$ cat src/rtl/interval_timer_ctrl.sv
// Programmable interval timer: a mod-PRESCALE prescaler drives a CW-bit down-counter.
// It supports one-shot and periodic modes, pause, and stop. Define INTERVAL_TIMER_CTRL_IRQ_EN to add a sticky irq/ovr pair.
module interval_timer_ctrl #(
  parameter int PRESCALE = 10,
  parameter int PW       = $clog2(PRESCALE),
  parameter int CW       = 16
) (
  input  logic          clk,
  input  logic          rst,
  input  logic          start,
  input  logic          stop,
  input  logic          pause,
  input  logic          auto_reload,
  input  logic [CW-1:0] period,
`ifdef INTERVAL_TIMER_CTRL_IRQ_EN
  input  logic          irq_clr,
  output logic          irq,
  output logic          ovr,
`endif
  output logic          busy,
  output logic          paused,
  output logic          pre_tick,
  output logic          done,
  output logic          cfg_err,
  output logic [CW-1:0] remain,
  output logic [PW-1:0] pre_q
);

  typedef enum logic [1:0] {IDLE, RUN, PAUSE} state_e;

  localparam logic [PW-1:0] PRE_LAST = PW'(PRESCALE - 1);

  state_e        state_q;
  logic [CW-1:0] cnt_q;
  logic [CW-1:0] period_q;
  logic          mode_q;
  logic          done_q;
  logic          cfg_err_q;

  logic advance;
  logic pre_wrap;

  // Any start or stop in the same cycle steals the counting slot.
  assign advance  = (state_q == RUN) && !pause && !start && !stop;
  assign pre_wrap = (pre_q == PRE_LAST);
  assign pre_tick = advance && pre_wrap;

  always_ff @(posedge clk or posedge rst) begin
    if (rst) begin
      state_q   <= IDLE;
      pre_q     <= '0;
      cnt_q     <= '0;
      period_q  <= '0;
      mode_q    <= 1'b0;
      done_q    <= 1'b0;
      cfg_err_q <= 1'b0;
    end else begin
      done_q    <= 1'b0;
      cfg_err_q <= 1'b0;
      if (stop) begin
        state_q <= IDLE;
        pre_q   <= '0;
        cnt_q   <= '0;
      end else if (start) begin
        if (period != '0) begin
          period_q <= period;
          mode_q   <= auto_reload;
          cnt_q    <= period - CW'(1);
          pre_q    <= '0;
          state_q  <= RUN;
        end else begin
          cfg_err_q <= 1'b1;
        end
      end else begin
        case (state_q)
          RUN: begin
            if (pause) begin
              state_q <= PAUSE;
            end else begin
              pre_q <= pre_wrap ? '0 : pre_q + PW'(1);
              if (pre_wrap) begin
                if (cnt_q != '0) begin
                  cnt_q <= cnt_q - CW'(1);
                end else begin
                  // Expiry: periodic reloads without losing a clock, one-shot parks in IDLE.
                  done_q <= 1'b1;
                  if (mode_q) cnt_q <= period_q - CW'(1);
                  else        state_q <= IDLE;
                end
              end
            end
          end
          PAUSE: begin
            if (!pause) state_q <= RUN;
          end
          default: ;
        endcase
      end
    end
  end

  assign busy    = (state_q != IDLE);
  assign paused  = (state_q == PAUSE);
  assign done    = done_q;
  assign cfg_err = cfg_err_q;
  assign remain  = cnt_q;

`ifdef INTERVAL_TIMER_CTRL_IRQ_EN
  logic irq_q;
  logic ovr_q;

  // A done arriving together with irq_clr keeps irq set.
  always_ff @(posedge clk or posedge rst) begin
    if (rst) begin
      irq_q <= 1'b0;
      ovr_q <= 1'b0;
    end else begin
      irq_q <= done_q | (irq_q & ~irq_clr);
      ovr_q <= (done_q & irq_q) | (ovr_q & ~irq_clr);
    end
  end

  assign irq = irq_q;
  assign ovr = ovr_q;
`endif

endmodule
$ cat config.mk
export PLATFORM = sky130hd
export DESIGN_NAME = interval_timer_ctrl
export DESIGN_NICKNAME = d
export VERILOG_FILES = /design/src/rtl/interval_timer_ctrl.sv
export SDC_FILE = /design/constraint.sdc
export NUM_CORES = 1
export LEC_CHECK = 0
export ABC_AREA = 1
export CORE_ASPECT_RATIO = 1.2
export CORE_MARGIN = 2
export CORE_UTILIZATION = 50
export CTS_BUF_LIST = sky130_fd_sc_hd__clkbuf_4 sky130_fd_sc_hd__clkbuf_8
export DETAILED_ROUTE_END_ITERATION = 10
export PLACE_DENSITY = 0.76
export SYNTH_ARGS = -nofsm -noshare
export SYNTH_HDL_FRONTEND = slang
export SYNTH_SLANG_ARGS = --single-unit
export TNS_END_PERCENT = 1
$ cat constraint.sdc
create_clock -name clk -period 2.59 [get_ports clk]
set_input_delay 0.518 -clock clk [delete_from_list [all_inputs] [get_ports clk]]
set_output_delay 0.518 -clock clk [all_outputs]
set_load 0.02 [all_outputs]
## Word level (Yosys, flattened, before mapping)

Index checks and enable logic that the tools add are counted.

| operators by class | value |
|---|---|
| multiplexer cells | 32 |
| bitwise operators | 1 |
| add/subtract/negate cells | 4 |
| reduce and logical (&&, ||, !) cells | 18 |
| equality and inequality tests | 9 |

Operators by type and width:

| cell | count |
|---|---|
| 16-bit two-way mux | 8 |
| 16-bit by 1-bit subtractor with 16-bit output (second input constant) | 3 |
| 16-bit nonzero test | 2 |
| 4-bit two-way mux | 6 |
| 2-bit two-way mux | 8 |
| 5-bit inequality test (second input constant) | 3 |
| 1-bit two-way mux | 9 |
| 4-bit nonzero test | 2 |
| 3-bit AND reduction | 2 |
| 6-bit AND reduction | 1 |
| 3-bit nonzero test | 2 |
| 5-bit AND reduction | 1 |
| 4-bit by 1-bit adder with 4-bit output (second input constant) | 1 |
| 4-bit == test (second input constant) | 1 |
| 1-bit logical AND | 4 |
| 4-bit inequality test (second input constant) | 1 |
| 2-bit one-hot mux with 2 select lines | 1 |
| 1-bit zero test | 3 |
| 3-bit by 1-bit inequality test with 1-bit output (second input constant) | 1 |
| 3-bit inequality test (second input constant) | 1 |
| 2-bit by 1-bit == test with 1-bit output (second input constant) | 1 |
| 2-bit == test (second input constant) | 1 |
| 2-bit nonzero test | 1 |
| 1-bit inverter | 1 |

| word-level totals | value |
|---|---|
| register bits | 41 |
| output and inout port bits | 25 |
| input bits | 22 |
| word-level logic and storage cells | 71 |

## Depth between registers and ports, before layout

| depth | value |
|---|---|
| depth after elaboration | 8 |
| gate-level depth with buffers | 14 |
| mapped depth without buffers | 13 |

## Least setup slack after synthesis

Ideal clock, no wire load.

| timing | value |
|---|---|
| path kind | input to register |
| from | in start |
| to | reg cnt_q[10], in the netlist remain[10] |
| data arrival time | 1.897 ns |
| slack | 0.571 ns |
| library setup time | 0.122 ns |
| path buffers | 3 |
| data required time | 2.468 ns |
| stages | 12 |
| cell sequence | buf_4 -> inv_2 -> buf_6 -> buf_4 -> nand3_1 -> nand2_2 -> ha_1 -> nand3_2 -> nor2_2 -> nand4_1 -> nand3_2 -> o21ai_1 |

| between the ends | value |
|---|---|
| longest elaborated chain between the ends | 2 |
| elaborated cells between the ends (all ways) | 8 |
| those cells by class | eq/ne (2); mux (2); reduce/logical (4) |

RTL lines:

| item | RTL line | RTL |
|---|---|---|
| from (decl) | 10 | `input logic start,` |
| 3-bit by 1-bit inequality test with 1-bit output (no source line), or another cell as far along | n/a |  |
| 5-bit AND reduction (no source line) / 16-bit two-way mux (equally long branches) | n/a |  |
| to (signal assigned) | 68 | `cnt_q <= period - CW'(1);` |
| to (signal assigned) | 83 | `cnt_q <= cnt_q - CW'(1);` |
| to (signal assigned) | 87 | `if (mode_q) cnt_q <= period_q - CW'(1);` |
| to (decl) | 34 | `logic [CW-1:0] cnt_q;` |

Several ways; a longest one is shown, not always the timed one.
A chain may end at the register's enable or synchronous reset.

## Worst setup path in the final report

| timing | value |
|---|---|
| from | in start |
| to | reg cnt_q[1], in the netlist remain[1] |

The elaborated chain is that of the path after synthesis.

==> results.yml <==
worst_setup_path:
  critPathRequiredTime_ns: 2.80
  crit_arrival_ns: 2.54
  crit_fanout: 11
  crit_type: "in2reg"
  cpPeakStageDelay_ns: 0.43
  crit_path_top_delay_cell: "clkdlybuf4s50_1"
  critPathLaunchType: "input pin"
  crit_path_end_kind: "flip-flop"
  crit_chain: "clkdlybuf4s50_1, buf_4, inv_2, nor2_1, nand3_2, nand2_4, nor2_4, inv_2, nor2_8, inv_4, nor2_4, inv_1, o22ai_1"
  path_buf_inv: 6
  crit_family: "buffers and inverters"
clocking:
  cts_tree: "yes"
  cts_made_buffers: 5
  clkTransAtPathRegs_ns: 0.08
  clkLatencyLatePin_ns: 0.30
  postCtsSetupBuffers: 0
  clockBufferDepth: 2
  root_buffer: "clkbuf_8"
  cts.sinks: 41
  cts_max_level: 2
final_layout:
  area_growth_pct: 23.5
  nFillCells: 473
  diodes: 0
  utilization_pct: 63.4
  final_nets: 446
  fin_area_sq_um: 3330
  drive_gt1_share_pct: 13.4
sta:
  period_share_pct: 89.9
  maxSlewViolCount: 0
  timing.final.crit_period_ns: 2.33
  relSlewSlack_pct: 63.4
  worstMarginPinSlew_ns: 0.549
  worst_clock_skew_ns: 0.00700
  hold_viol_final: 0
  max_freq_ghz: 0.430
  grt_setup_unrepaired: "false"
  setup_viol: 0
die:
  die_w_microns: 71.1
  pin_count: 47
  start_util_pct: 51.3
  die_height_microns: 84.5
  rows: 29
  dieArea_sq_um: 6010
  coreArea_sq_um: 5260
logic_synthesis:
  postSynthAreaPerCell_sq_um: 7.38
  syn-cell-area_sq_um: 2700
  synth_top_area_cell: "dfrtp_1"
  ys_seq_elements: 41
  ys.flop_type: "dfrtp_1"
  netlist.area_leader.share_pct: 38.0
  yosysWarnings: 0
  synth_nets: 394
  synthTopCellsByCount: "nand2_1, inv_1, dfrtp_1, nand3_1, nor2_1"
  synth_cells: 366
  synth.distinct_cells: 34
  synth_edf_count: 0
  async_flop_share_pct: 100
  synth.most_common_cell: "nand2_1"
  synth-seq-area-share_pct: 38.0
  netlist_top_cells_area: "dfrtp_1, nand2_1, inv_1"
route:
  drt_pass1_iterations: 5
  ant_nets: 0
  vias: 2593
  via_per_inst: 5.40
  drt_iter0_markers: 133
  wl_per_cell_microns: 14.2
  drc_errors: 0
  wirelength_microns: 6830
grt:
  antenna_found_initial: 0
  grt.overflow.total: 0
  grt_max_degree: 42
  grt_pass1_vias: 2545
  grt_use_total_pct: 24.5
  grt_pass1_wl_microns: 11600
power:
  irDropWorstVdd_v: 0.000318
  internal-power_uw: 1210
  swShare_pct: 37.0
  power_density_nw_per_um2: 577
  power_leakage_uw: 0.00165
  p_comb_share_pct: 35.7
  clkPwrFrac_pct: 23.0
  switchingPower_uw: 713
  seqPwrFrac_pct: 41.3
outcome:
  status: "complete, no violations"
place:
  postPlaceCellArea_sq_um: 3240
  port_buffers: 46
  dpl.hpwl_microns: 5200
  gp_congestion: 0.908
flow_run:
  maxCapViolations: 0
hold_path:
  hp-class: "reg2reg"
[final cells by class]
cell class | instances | area (sq um) | area share, %
well taps | 62 | 77.6 | 2.33
repair buffers | 55 | 543 | 16.3
clock buffers | 7 | 90.1 | 2.70
inverters | 62 | 235 | 7.05
flip-flops and latches | 41 | 1030 | 30.8
multi-input cells | 253 | 1360 | 40.9
[layout by cell type, fill, tap and decap left out]
| master | n |
|---|---|
| mux2_2 | 1 |
| nand2_1 | 86 |
| a31oi_1 | 2 |
| inv_2 | 4 |
| a21oi_1 | 3 |
| nand2_2 | 13 |
| nor2_8 | 1 |
| nor3_1 | 2 |
| nor2_1 | 26 |
| xor2_1 | 2 |
| xnor2_1 | 2 |
| inv_4 | 1 |
| nand2_4 | 1 |
| o22ai_2 | 2 |
| dlymetal6s2s_1 | 1 |
| inv_1 | 57 |
| o21ai_0 | 25 |
| nand3_2 | 8 |
| nor2_2 | 4 |
| o21ai_1 | 3 |
| o22ai_1 | 5 |
| clkbuf_8 | 6 |
| nand3b_1 | 3 |
| o21a_1 | 1 |
| clkdlybuf4s50_1 | 45 |
| nand4_1 | 8 |
| buf_12 | 1 |
| nand3_1 | 41 |
| nor3b_1 | 1 |
| dfrtp_1 | 41 |
| nor3_4 | 1 |
| nor2_4 | 4 |
| o31ai_1 | 2 |
| ha_1 | 6 |
| buf_4 | 8 |
| clkbuf_4 | 1 |
[final timing paths]
check | start | to | slack (ns) | depth (start not counted)
setup / recovery | start | remain[1]$_DFFE_PP0P_ | 0.26 | 13
hold / removal | period_q[13]$_DFFE_PP0P_ | period_q[13]$_DFFE_PP0P_ | 0.49 | 2
setup reg to reg | remain[6]$_DFFE_PP0P_ | remain[10]$_DFFE_PP0P_ | 0.30 | 13
hold reg to reg | period_q[13]$_DFFE_PP0P_ | period_q[13]$_DFFE_PP0P_ | 0.49 | 2
max in group asynchronous | rst | remain[12]$_DFFE_PP0P_ | 1.54 | 3
min in group asynchronous | rst | period_q[1]$_DFFE_PP0P_ | 0.65 | 3
[per-layer routing]
layer	vias up	GRT usage [%]	share of wire, %
met5	-	0	0
met1	1204	27.3	39
li1	1267	-	-
met3	32	3.96	4.0
met2	90	43.7	51
met4	0	13.7	5.6
[through the flow]
step                      setup TNS (ns)  std cells  total power [uW]  hold slack (ns)  setup slack, ns
after detailed placement        -0.00110        473              1490            0.477         -0.00110
after global routing                   0        480              2040            0.514           0.0608
after global placement                 0        473              1480            0.468           0.0519
after floorplan                        0        366              1250            0.454            0.571
after CTS                              0        480              1930            0.496          0.00503
final                                  0        480              1920            0.490            0.262
[kinds of logic after synthesis]
logic type | after synthesis | synth area share, %
AND/OR/NAND/NOR | 199 | 36.8
flip-flops | 41 | 38.0
adder cells (fa/ha/maj) | 6 | 2.78
XOR/XNOR | 4 | 1.30
multiplexers | 1 | 0.417
buffers and inverters | 72 | 11.5
AO/OA/AOI/OAI | 43 | 9.13
[flip-flops by register name, summed over array words and instances, names as in the netlist]
name      cells
cfg_err       1
remain       16
mode_q        1
done          1
pre_q         4
period_q     16
state_q       2
[what timing repair did]
| item | CTS | global route |
|---|---|---|
| gates resized for setup | 0 | 1 |
| endpoints found under the setup margin | 0 | 1 |
| hold buffers | 0 | 0 |
[power by group through the flow]
stage | registers (uW) | clock network [uW] | logic [uW]
2_1_floorplan | 837 | 0 | 409
3_5_place_dp | 806 | 0 | 685
3_3_place_gp | 803 | 0 | 672
4_1_cts | 793 | 451 | 689
5_1_grt | 805 | 474 | 760
6_report | 794 | 443 | 687
[tightest hold or removal path, stage by stage (launching register included)]
cell and delay, ns:
dfrtp_1 0.35, nand2_1 0.05, o21ai_0 0.06
No activity file was read; power rests on OpenSTA's default activity.
==> edit, RTL diff (config.mk and constraints unchanged) <==
Build with the macro `INTERVAL_TIMER_CTRL_IRQ_EN` defined.
--- a/src/rtl/interval_timer_ctrl.sv
+++ b/src/rtl/interval_timer_ctrl.sv
@@ -1,4 +1,6 @@
 // Programmable interval timer: a mod-PRESCALE prescaler drives a CW-bit down-counter.
 // It supports one-shot and periodic modes, pause, and stop. Define INTERVAL_TIMER_CTRL_IRQ_EN to add a sticky irq/ovr pair.
+`define INTERVAL_TIMER_CTRL_IRQ_EN
+
 module interval_timer_ctrl #(
   parameter int PRESCALE = 10,
Interface: changed (added irq, irq_clr and ovr); port bits go from 47 to 50. The function was not compared with the original's and may differ.
==> edit against the original RTL <==
Cell count up 5.4%; sequential cell count grew 2; die area is 5.2% higher; wire length fell by 3.8%; via count is 2.6% higher; worst setup slack got worse by 13 ps; register-to-register slack better by 140 ps; design area rose by 6.1%; sequential share of layout area is 0.35 points lower; sequential power increased by 2%; power is 1.2% lower; clock skew increased by 1.3 ps; synthesized area rose by 5.5%; critical path type unchanged; critical endpoint is now remain[12]$_DFFE_PP0P_; largest cell class unchanged.
==> edit: results (changes against the original RTL) <==
Global routing
  – Largest net degree at the start of global routing: 44 (+4.8%)
  – Aggregate global-route resource usage: 0.222 (-0.0232)
  – Vias in the first global route: 2361 (-7.2%)
  – Global-route wire length before repair: 10900 um (-6.4%)
  – Initial antenna violation count: 0 (unchanged)

CTS
  – Clock-pin slew on the worst setup and hold paths: 80 ps (about the same)
  – CTS max path bufs: 2 (unchanged)
  – # H-tree levels: 2 (unchanged)
  – CTS root buf: clkbuf_8
  – Worst-skew pair later-pin latency: 300 ps (about the same)
  – CTS buffer count: 5 (unchanged)

Placed design
  – RePlAce Congestion: 0.979 (+7.8%)
  – Placed cells: 499 (+5.5%)
  – PortBufs: 49 (+6.5%)
  – Half-perimeter wire length after placement: 5040 um (-3.0%)
  – Pre-CTS setup slack: -102 ps (-101 ps)

Status
  – Status: completed

Setup path
  – Crit path DAT: 2530 ps (about the same)
  – CP max FO: 9 (-2)
  – Worst Setup SP: start
  – Worst r2r src: remain[13]$_DFFE_PP0P_

Finish
  – Fillers: 509 (+7.6%)
  – Ant diodes: 0 (unchanged)
  – Final nets: 471 (+5.6%)
  – Layout cells sized above 1: 0.163 (+0.0289)

Routing
  – Routed WL: 6570 um (-3.8%)
  – Per-cell routed wire length: 13.0 um (-8.8%)
  – DR top layer: met4
  – Routed wl met3: 294 um (+8.9%)
  – DR iter-0 viols: 132 (-0.75%)
  – DRT Pass-1 Iters: 4 (-1)
  – Wire length on met1: 2980 um (+11%)
  – Met2 WL: 3170 um (-9.3%)
  – Via/cell ratio: 5.26 (-2.7%)

Synthesis
  – Sequential fraction of the synthesis area: 0.378 (-0.00213)
  – Area contributors post-synth: dfrtp_1 38%, nand2_1 12%, inv_1 7.2%, nand3_1 7.0%, o21ai_0 5.6%
  – Syn Nets: 410 (+4.1%)
  – Synth warn: 0 (unchanged)
  – Post-synth top cells: 91 x nand2_1, 55 x inv_1, 43 x dfrtp_1
  – Post-synth ARST share: 1.00 (unchanged)
  – Post-synth EDFFs: 0 (unchanged)
  – Yosys cell types: 36 (+5.9%)
  – Synth Area per Inst: 7.47 sq um (+1.3%)

Min path
  – Min-Delay Startpoint: period_q[15]$_DFFE_PP0P_
  – Hold Crit Class: register to register

Power
  – Lkg Pwr: 1.70 nW (+2.9%)
  – Max IR drop VDD: 0.288 mV (-9.6%)

Timing
  – Relative slew margins: 0.627 (-0.00716)
  – Clock Skews: 8.30 ps (+1.30 ps)
edit: cell count changes after synthesis, moves of 3 or more:
cell / delta
nand2_1: +5
nand2_2: -5
nand2_4: +5
nand4_1: -3
nor2_2: +4
o21ai_0: +7
edit: final timing paths:
kind	cells past startpoint	end	slack [ps]
setup / recovery	13	remain[12]$_DFFE_PP0P_	250
hold / removal	2	period_q[15]$_DFFE_PP0P_	500
setup reg to reg	13	remain[14]$_DFFE_PP0P_	440
hold reg to reg	2	period_q[15]$_DFFE_PP0P_	500
max in group asynchronous	3	mode_q$_DFFE_PP0P_	1540
min in group asynchronous	3	period_q[0]$_DFFE_PP0P_	670
edit: cells by family (layout without fill, tap and decap cells):
| kind of cell | count (synthesis) | count (layout) | synth area share |
|---|---|---|---|
| compound gates | 53 | 53 | 0.109 |
| fa+ha+maj | 6 | 6 | 0.0264 |
| buf+inv | 72 | 133 | 0.112 |
| flops | 43 | 43 | 0.378 |
| mux | 1 | 1 | 0.00395 |
| simple gates | 206 | 206 | 0.371 |
edit: where the power goes:
group / switching [mW] / internal, mW / total, mW / leakage, nW
clock network: 0.231 / 0.210 / 0.441 / 0.0470
logic: 0.389 / 0.261 / 0.650 / 1.10
registers: 0.0630 / 0.748 / 0.811 / 0.554
edit: cell type report:
type                       instances  area [sq um]  area share
clock buffer                       6          82.6      0.0233
tap                               64          80.1      0.0226
inverter                          62           235      0.0665
timing repair buffer              64           602       0.170
multi-input combinational        266          1460       0.412
sequential                        43          1080       0.304
clock inverter                     1          5.00     0.00141
edit: repair_timing:
action,in CTS,in global routing
endpoints found under the setup margin,1,2
setup buffers,0,0
resized for setup,1,1
pin swaps,0,0
edit: metrics by stage:
stage / total power, mW / setup TNS, ps / instance area (sq um) / hold slack, ps / utilization
after floorplan: 1.24 / 0 / 2850 / 454 / -
after global placement: 1.46 / 0 / 3450 / 470 / 0.616
after detailed placement: 1.47 / -308 / 3450 / 478 / 0.616
after CTS: 1.91 / 0 / 3530 / 497 / 0.632
after global routing: 2.02 / 0 / 3540 / 521 / 0.632
final: 1.90 / 0 / 3540 / 497 / 0.632
edit: layer usage:
metal / global-route usage / up-vias
met2: 0.374 / 83
met4: 0.0707 / 0
li1: - / 1343
met5: 0 / -
met3: 0.0314 / 11
met1: 0.292 / 1224
edit: worst max-delay path: stages:
cell and delay (ps):
clkdlybuf4s50_1 460, buf_4 200, inv_2 150, nand3_1 120
o21ai_2 90, ha_1 210, inv_1 60, a21oi_2 140
nand3_1 180, nor2_2 170, nand3b_1 100, nand2_1 70
nand2_1 50
